==> src/rtl/fp4_unpack_seq_pkg.sv <==
// Shared definitions for the FP4 unpack sequencer: FP4/FP9 field layout,
// FP9 exponent/mantissa codes and the sequencer state encoding.
package fp4_unpack_seq_pkg;

  localparam int FP4_W = 4;
  localparam int FP9_W = 9;

  localparam int FP4_SIGN_BIT = 3;
  localparam int FP4_EXP_MSB  = 2;
  localparam int FP4_EXP_LSB  = 1;
  localparam int FP4_MAN_BIT  = 0;

  localparam logic [4:0] EXP_ZERO     = 5'b00000;
  localparam logic [4:0] EXP_BIAS_ONE = 5'b01111;
  localparam logic [4:0] EXP_INF      = 5'b11111;
  localparam logic [2:0] NAN_MAN      = 3'b001;

  typedef enum logic {
    ST_IDLE = 1'b0,
    ST_RUN  = 1'b1
  } seq_state_e;

  // A single-beat word still needs a one-bit index register.
  function automatic int idx_width(input int beats);
    return (beats > 1) ? $clog2(beats) : 1;
  endfunction

endpackage

==> src/rtl/fp4_unpack_seq_fp4_to_fp9.sv <==
// FP4 (s,e[1:0],m) to FP9 (s,exp5,man3) converter working on one nibble of a
// byte; SELECT_HIGH picks the upper nibble.
module fp4_to_fp9
  import fp4_unpack_seq_pkg::*;
#(
  parameter bit SELECT_HIGH = 1'b0
) (
  input  logic [7:0]       byte_i,
  output logic [FP9_W-1:0] fp9_o,
  output logic             invalid_o,
  output logic             underflow_o,
  output logic             overflow_o
);

  logic [FP4_W-1:0] nib;
  logic             sgn;
  logic [1:0]       expo;
  logic             man;

  assign nib  = SELECT_HIGH ? byte_i[7:4] : byte_i[3:0];
  assign sgn  = nib[FP4_SIGN_BIT];
  assign expo = nib[FP4_EXP_MSB:FP4_EXP_LSB];
  assign man  = nib[FP4_MAN_BIT];

  // e=10 has no finite FP9 image here and saturates to Inf; e=11 with m=1 is NaN.
  always_comb begin
    fp9_o       = '0;
    invalid_o   = 1'b0;
    underflow_o = 1'b0;
    overflow_o  = 1'b0;
    unique case (expo)
      2'b00: fp9_o = {sgn, EXP_ZERO, man, 2'b00};
      2'b01: fp9_o = {sgn, EXP_BIAS_ONE, man, 2'b00};
      2'b10: begin
        fp9_o      = {sgn, EXP_INF, 3'b000};
        overflow_o = 1'b1;
      end
      2'b11: begin
        if (man) begin
          fp9_o     = {sgn, EXP_INF, NAN_MAN};
          invalid_o = 1'b1;
        end else begin
          fp9_o = {sgn, EXP_INF, 3'b000};
        end
      end
      default: fp9_o = '0;
    endcase
  end

endmodule

==> src/rtl/fp4_unpack_seq.sv <==
// Streaming sequencer: accepts one packed FP4 word, then presents it one byte
// (two FP9 elements) per beat with per-beat and per-word NaN status.
module fp4_unpack_seq
  import fp4_unpack_seq_pkg::*;
#(
  parameter int IN_W = 32
) (
  input  logic                 clk,
  input  logic                 rst_n,
  input  logic                 flush,
  input  logic                 in_valid,
  output logic                 in_ready,
  input  logic [IN_W-1:0]      in_data,
  output logic                 out_valid,
  input  logic                 out_ready,
  output logic [2*FP9_W-1:0]   out_fp9,
  output logic                 out_invalid,
  output logic                 out_last,
  output logic                 out_word_invalid
);

  localparam int BEATS = IN_W / 8;
  localparam int IDX_W = idx_width(BEATS);
  localparam logic [IDX_W-1:0] LAST_IDX = IDX_W'(BEATS - 1);

  seq_state_e       state_q, state_d;
  logic [IN_W-1:0]  buf_q, buf_d;
  logic [IDX_W-1:0] idx_q, idx_d;
  logic             sticky_q, sticky_d;

  logic             run;
  logic             in_fire;
  logic             out_fire;
  logic [7:0]       beat_byte;
  logic [FP9_W-1:0] fp9_lo, fp9_hi;
  logic             inv_lo, inv_hi;
  logic             unused_uf_lo, unused_uf_hi, unused_of_lo, unused_of_hi;

  always_ff @(posedge clk) begin
    if (!rst_n) begin
      state_q  <= ST_IDLE;
      buf_q    <= '0;
      idx_q    <= '0;
      sticky_q <= 1'b0;
    end else begin
      state_q  <= state_d;
      buf_q    <= buf_d;
      idx_q    <= idx_d;
      sticky_q <= sticky_d;
    end
  end

  // Flush outranks everything; in_fire on the last beat restarts at beat 0 with no bubble.
  always_comb begin
    state_d  = state_q;
    buf_d    = buf_q;
    idx_d    = idx_q;
    sticky_d = sticky_q;
    if (flush) begin
      state_d  = ST_IDLE;
      idx_d    = '0;
      sticky_d = 1'b0;
    end else if (in_fire) begin
      state_d  = ST_RUN;
      buf_d    = in_data;
      idx_d    = '0;
      sticky_d = 1'b0;
    end else if (out_fire) begin
      if (out_last) begin
        state_d = ST_IDLE;
        idx_d   = '0;
      end else begin
        idx_d    = idx_q + IDX_W'(1);
        sticky_d = sticky_q | out_invalid;
      end
    end
  end

  always_comb begin
    run              = (state_q == ST_RUN);
    out_valid        = rst_n & run;
    out_last         = run & (idx_q == LAST_IDX);
    in_ready         = rst_n & ~flush & (~run | (out_last & out_ready));
    in_fire          = in_valid & in_ready;
    out_fire         = out_valid & out_ready;
    out_invalid      = inv_lo | inv_hi;
    out_fp9          = {fp9_hi, fp9_lo};
    out_word_invalid = out_last & (sticky_q | out_invalid);
  end

  always_comb begin
    beat_byte = '0;
    for (int b = 0; b < BEATS; b++) begin
      if (idx_q == b[IDX_W-1:0]) beat_byte = buf_q[8*b +: 8];
    end
  end

  fp4_to_fp9 #(.SELECT_HIGH(1'b0)) u_conv_lo (
    .byte_i      (beat_byte),
    .fp9_o       (fp9_lo),
    .invalid_o   (inv_lo),
    .underflow_o (unused_uf_lo),
    .overflow_o  (unused_of_lo)
  );

  fp4_to_fp9 #(.SELECT_HIGH(1'b1)) u_conv_hi (
    .byte_i      (beat_byte),
    .fp9_o       (fp9_hi),
    .invalid_o   (inv_hi),
    .underflow_o (unused_uf_hi),
    .overflow_o  (unused_of_hi)
  );

endmodule

==> config.mk <==
export PLATFORM = sky130hd
export DESIGN_NAME = fp4_unpack_seq
export DESIGN_NICKNAME = d
export VERILOG_FILES = /design/src/rtl/fp4_unpack_seq_pkg.sv /design/src/rtl/fp4_unpack_seq_fp4_to_fp9.sv /design/src/rtl/fp4_unpack_seq.sv
export SDC_FILE = /design/constraint.sdc
export NUM_CORES = 1
export LEC_CHECK = 0
export CAP_MARGIN = 20
export CORE_ASPECT_RATIO = 1.5
export CORE_UTILIZATION = 48
export CTS_BUF_LIST = sky130_fd_sc_hd__clkbuf_4 sky130_fd_sc_hd__clkbuf_8
export CTS_CLUSTER_DIAMETER = 100
export DETAILED_ROUTE_END_ITERATION = 12
export PLACE_DENSITY = 0.92
export SYNTH_ARGS = -nofsm -noshare
export SYNTH_HDL_FRONTEND = slang
export SYNTH_SLANG_ARGS = --single-unit
==> constraint.sdc <==
create_clock -name clk -period 2.8 [get_ports clk]
set_input_delay 0.56 -clock clk [delete_from_list [all_inputs] [get_ports clk]]
set_output_delay 0.56 -clock clk [all_outputs]
set_load 0.05 [all_outputs]
== Yosys cells after proc, flatten, opt, wreduce, memory -nomap -nowiden ==
Index checks and enable logic that the tools add are counted.
Operators by class
  $add $sub $neg: 1
  $mul: 0
  divide/modulo/power cells: 0
  order comparisons: 0
  equality and inequality tests: 9
  shift-type cells: 0
  muxes and demuxes: 16
  bitwise operators: 15
  reductions and logical operators: 10
Operator list (count)
  $pmux 9 s4: 2
  $mux 8: 4
  $eq 2x2->1 const B: 6
  $mux 1: 9
  $and 1x1->1: 8
  $eq 2x1->1 const B: 3
  $logic_not 2->1: 3
  $reduce_and 2->1: 3
  $not 1->1: 4
  $reduce_bool 2->1: 2
  $or 1x1->1: 3
  $reduce_or 3->1: 1
  $add 2x1->2 const B: 1
  $mux 2: 1
  $reduce_or 2->1: 1
Word-level totals
  register bits after elaboration: 36
  bits in latches: 0
  memory bits (writable): 0
  memory bits (read-only): 0
  input bits: 37
  output and inout bits: 23
  logic and storage cells: 55
  memories: 0

== Logic depth before layout (Yosys ltp) ==
  word-level depth: 10
  gate-level depth with buffers: 9
  depth with buffers taken out: 7

== By module ==
Synthesis repeated with hierarchy kept, for this count alone.
Unflattened totals
  cells, all modules: 253
  area, all modules: 2013.2 sq um
Modules (own cells, without submodules)
  fp4_unpack_seq: instances 1, cells each 227, area each 1843.0 sq um, sequential area each 720.7 sq um
  fp4_to_fp9: instances 2, cells each 13, area each 85.1 sq um, sequential area each 0.0 sq um

== Worst setup path before layout ==
No wires, ideal clock.
  path kind: reg-to-output
  start: reg idx_q[1]
  end: out out_word_invalid
  arrival: 2.858 ns
  data required time: 2.240 ns
  slack: -0.618 ns
  cell stages (with the launch flop): 8
  path buffers: 0
  cells stage by stage: dfxtp_1 -> inv_1 -> ha_1 -> nand3b_1 -> a221oi_2 -> and4_4 -> or2_4 -> o21a_1
On the way
  cells in the longest elaborated chain, start to end: 10
  elaborated cells between the ends (all ways): 18
  classes of those cells: 5 x eq/ne; 8 x mux; 4 x bitwise; 1 x reduce/logical
RTL lines
  start, declared: line fp4_unpack_seq.sv:28  | logic [IDX_W-1:0] idx_q, idx_d;
  start signal, assigned: line fp4_unpack_seq.sv:48  | idx_q <= idx_d;
  $logic_not 2->1: line fp4_unpack_seq.sv:94  | if (idx_q == b[IDX_W-1:0]) beat_byte = buf_q[8*b +: 8];
  $mux 8 (3 in a row): line fp4_unpack_seq.sv:94
  $mux 8 *: line fp4_unpack_seq.sv:94
  $eq 2x2->1 / $mux 1 (equally long branches): line fp4_unpack_seq_fp4_to_fp9.sv:31, fp4_unpack_seq_fp4_to_fp9.sv:39
  $mux 1: line fp4_unpack_seq_fp4_to_fp9.sv:31  | unique case (expo)
  $or 1x1->1 *: line fp4_unpack_seq.sv:86  | out_invalid = inv_lo | inv_hi;
  via out_invalid: line fp4_unpack_seq.sv:17  | output logic out_invalid,
  $or 1x1->1 *: line fp4_unpack_seq.sv:88  | out_word_invalid = out_last & (sticky_q | out_invalid);
  $and 1x1->1 *: line fp4_unpack_seq.sv:88
  end, declared: line fp4_unpack_seq.sv:19  | output logic out_word_invalid
Mark *: on every way through the listed nets, which the timed path passes. The rest lies on a longest branch.

== Final worst setup path ==
  start: reg idx_q[1]
  end: out out_word_invalid
On the way
  cells in the longest elaborated chain, start to end: 10
  elaborated cells between the ends (all ways): 18
  classes of those cells: 5 x eq/ne; 8 x mux; 4 x bitwise; 1 x reduce/logical
RTL lines (line)
  $logic_not 2->1: fp4_unpack_seq.sv:94
  $mux 8 (4 in a row): fp4_unpack_seq.sv:94
  $eq 2x2->1 / $mux 1 (equally long branches): fp4_unpack_seq_fp4_to_fp9.sv:31, fp4_unpack_seq_fp4_to_fp9.sv:39
  $mux 1: fp4_unpack_seq_fp4_to_fp9.sv:31
  $or 1x1->1: fp4_unpack_seq.sv:86
  $or 1x1->1: fp4_unpack_seq.sv:88
  $and 1x1->1 *: fp4_unpack_seq.sv:88
Mark *: on every way between the ends. The rest lies on a longest branch, timed or not.

==> Implementation_results.wiki <==
{| class="wikitable"
! Metric !! Value
|-
| Worst setup path startpoint || idx_q[1]$_SDFFE_PP0P_
|-
| DIE AREA || 4231 µm²
|-
| Distinct cells, synth || 36
|-
| Die W || 53.45 µm
|-
| Cell Area, Synth || 1906 µm²
|-
| Worst R2R Setup Slack || 850 ps
|-
| Worst r2r dst || sticky_q$_SDFFE_PP0P_
|-
| Most frequently used flop master after synthesis || dfxtp_1
|-
| Number of filler instances in the final layout || 223
|-
| Non-filler instance count after layout || 335
|-
| HP Start || buf_q[11]$_SDFFE_PN0P_
|-
| Core ar. || 3750 µm²
|-
| Worst reg2reg path startpoint || idx_q[1]$_SDFFE_PP0P_
|-
| First-pass GRT wire length || 7769 µm
|-
| Critical Path Start Type || register
|-
| Share of layout cells above drive strength 1 || 22.60%
|-
| Worst-case clock buffer depth || 2
|-
| Starting density of the core || 50.82%
|-
| Latest clock arrival within the worst-skew pair || 300 ps
|-
| Outcome || finished clean
|-
| Number of enable flip-flop cells after synthesis || 0
|-
| Largest net degree at the start of global routing || 33
|-
| DRC violation count after routing || 0
|-
| Count of maximum capacitance violations || 0
|-
| Die boundary height || 79.17 µm
|-
| Crit Path Max Fanout || 16
|-
| Largest incremental delay on the critical path || 390 ps
|-
| Level count of the clock H-tree || 2
|-
| Number of I/O pins || 60
|-
| Capture point of the critical path || out_word_invalid
|-
| TritonCTS sink count || 36
|-
| Worst EP arrival || 2240 ps
|-
| Final nets || 332
|-
| Critical-path cell list || inv_2 -> ha_4 -> nand3b_1 -> a221oi_2 -> and4_4 -> or2_4 -> o21a_4 -> buf_12
|-
| Maximum clock rate || 357.3 MHz
|-
| Number of buffers added to fix hold violations after cts || 0
|-
| Initial antenna violation count || 0
|-
| Clock slew seen by the registers of the worst setup and hold paths || 70 ps
|-
| Static Leak || 0.001054 µW
|-
| Class of the most critical setup path || reg2out
|-
| Worst hold path class || reg2reg
|-
| Tmin final || 2799 ps
|-
| Number of buffers created by CTS || 5
|-
| Maximum VDD drop || 0.0003951 V
|-
| Final Wtd Congestion || 0.8422
|-
| Final Hold Fails || 0
|-
| Drt initial violations || 62
|-
| Category of cells accounting for the largest share of critical-path delay || simple AND/OR/NAND/NOR gates
|-
| Most area-consuming cells after synthesis || dfxtp_1 38%, nand2_1 15%, a21boi_1 12%
|-
| FP Rows || 27
|-
| PD cells || 418.6 nW/µm²
|-
| DR pass1 iterations || 4
|-
| Slowest CP cell || dfxtp_4
|-
| Number of flip-flops and latches in the synthesized netlist || 36
|-
| Routed via count divided by cell count || 5.394
|-
| Reg2Reg Depth || 8
|-
| Detail-routed net length per standard cell || 15.60 µm
|-
| Proportion of synthesized chip area in sequential cells || 37.82%
|-
| Tcrit/Tclk final || 99.95%
|-
| Average footprint of a synthesized cell || 7.973 µm²
|-
| Worst Setup End Kind || primary output
|-
| Root cell of the clock tree || clkbuf_8
|-
| Number of setup violations in the final report || 0
|-
| Proportion of netlist area held by the largest area contributor || 37.82%
|-
| Yosys synthesis warning count || 0
|-
| Top-count cell post-synth || nand2_1
|-
| Required time of the critical path || 2240 ps
|-
| Async set-or-reset flop fraction in the synthesized netlist || 0%
|-
| Growth of design area from synthesis to finish || 50.69%
|-
| TritonCTS clock tree || done
|-
| DP Wirelength || 3303 µm
|-
| Cell count after placement || 323
|-
| Buffers and inverters on the worst path || 2
|-
| Slew Viols, Final || 0
|-
| Library cell with the largest summed area after synthesis || dfxtp_1
|-
| I/O Buffers || 57
|-
| Overflow after GRT || 0
|-
| Wirelength, routed || 5226 µm
|-
| Total Power Consumption || 1202 µW
|-
| Worst-case clock skew || 8.375 ps
|-
| Number of global-route vias before repair || 1723
|-
| Total stage count of the critical path || 8
|-
| Vias after detailed routing || 1807
|-
| Post-detailed-route count of antenna-violating nets || 0
|-
| Cell types with the highest counts after synthesis || 77 x nand2_1, 36 x dfxtp_1, 30 x a21boi_1
|-
| Post-Synthesis Cells || 239
|-
| GRT Resource Usage Total || 24.84%
|-
| Number of diodes || 0
|}
## metal layers
metal | routed length, µm | global-route usage [%]
met2 | 2754 | 43.75
met4 | 247 | 11.58
met3 | 244 | 4.406
met1 | 1980 | 27.46
met5 | 0 | 0
## where the power goes
part / total [µW] / leakage (µW) / internal (µW) / switching (µW)
Clock: 459 / 0.0000541 / 263 / 196
Combinational: 206 / 0.000706 / 105 / 101
Sequential: 537 / 0.000294 / 525 / 11.9
Total: 1200 / 0.00105 / 893 / 309
## worst register-to-register path, stage by stage (launching register included)
cell and delay (ps):
dfxtp_4 390, inv_2 70, ha_4 230, nand3b_1 230, a221oi_2 340, and4_4 280, buf_4 120, o21ai_1 60
a21oi_1 150
## logic make-up (layout without fill, tap and decap cells)
family	after synthesis	count (layout)	share of synthesized area, %
fa+ha+maj	4	4	2.627
other cells	1	2	0.1968
flops	36	36	37.82
buf+inv	30	82	9.323
mux	1	1	0.5253
compound gates	57	57	22.39
simple gates	110	110	27.12
## worst min-delay path by stage
stage	to	slack [ps]	cells after the start
after global placement	buf_q[28]$_SDFFE_PN0P_	440	2
after floorplan	buf_q[24]$_SDFFE_PN0P_	440	2
final	buf_q[11]$_SDFFE_PN0P_	460	2
after detailed placement	buf_q[25]$_SDFFE_PN0P_	450	2
after global routing	buf_q[28]$_SDFFE_PN0P_	480	2
after CTS	buf_q[25]$_SDFFE_PN0P_	460	2
## per-stage QoR
stage	hold WS (ps)	setup WS [ps]	setup TNS (ps)	instance area (µm²)	util (%)
after global placement	442.0	258.6	0	2641	70.44
after global routing	481.5	-58.14	-58.14	2872	76.58
after detailed placement	449.8	204.8	0	2641	70.44
after CTS	460.9	1.352	0	2801	74.71
after floorplan	435.1	-108.2	-108.2	1969	-
final	463.8	1.316	0	2872	76.58
## registers in the layout, indices dropped and copies added (netlist names)
register and flops:
run 1, buf_q 32, idx_q 2, sticky_q 1
## what timing repair did
item | CTS | global route
setup endpoints to repair | 1 | 1
buffers inserted | 1 | 3
pin swaps | 1 | 3
resized for setup | 7 | 9
## final cells by class
cell class / instances / area, µm² / share of cell area, %
Multi-Input combinational cell: 174 / 1132 / 39.43
Sequential cell: 36 / 728.2 / 25.36
Clock inverter: 3 / 42.54 / 1.481
Tap cell: 43 / 53.80 / 1.874
Inverter: 7 / 28.78 / 1.002
Clock buffer: 5 / 68.82 / 2.397
Timing Repair Buffer: 67 / 817.0 / 28.45
## cells in the final DEF (no fill, tap or decap), types with 2 or more instances in the layout
| cell type | Yosys | routed |
|---|---|---|
| a211oi_2 | 0 | 2 |
| a211oi_4 | 0 | 2 |
| a21boi_0 | 3 | 3 |
| a21boi_1 | 30 | 30 |
| a21oi_1 | 6 | 6 |
| a221oi_2 | 3 | 3 |
| and2_1 | 3 | 3 |
| and4_4 | 2 | 2 |
| buf_12 | 0 | 17 |
| buf_4 | 9 | 12 |
| clkbuf_8 | 0 | 5 |
| clkdlybuf4s50_1 | 0 | 36 |
| conb_1 | 1 | 2 |
| dfxtp_1 | 36 | 34 |
| dfxtp_4 | 0 | 2 |
| ha_4 | 0 | 4 |
| inv_1 | 7 | 5 |
| nand2_1 | 77 | 77 |
| nand3b_1 | 6 | 6 |
| nor2_1 | 7 | 7 |
| nor2b_1 | 4 | 4 |
| nor3b_2 | 3 | 3 |
| o211ai_1 | 2 | 2 |
| o21ai_0 | 3 | 3 |
| o21ai_1 | 2 | 2 |
Note: power is estimated with default switching activity, not from simulation.
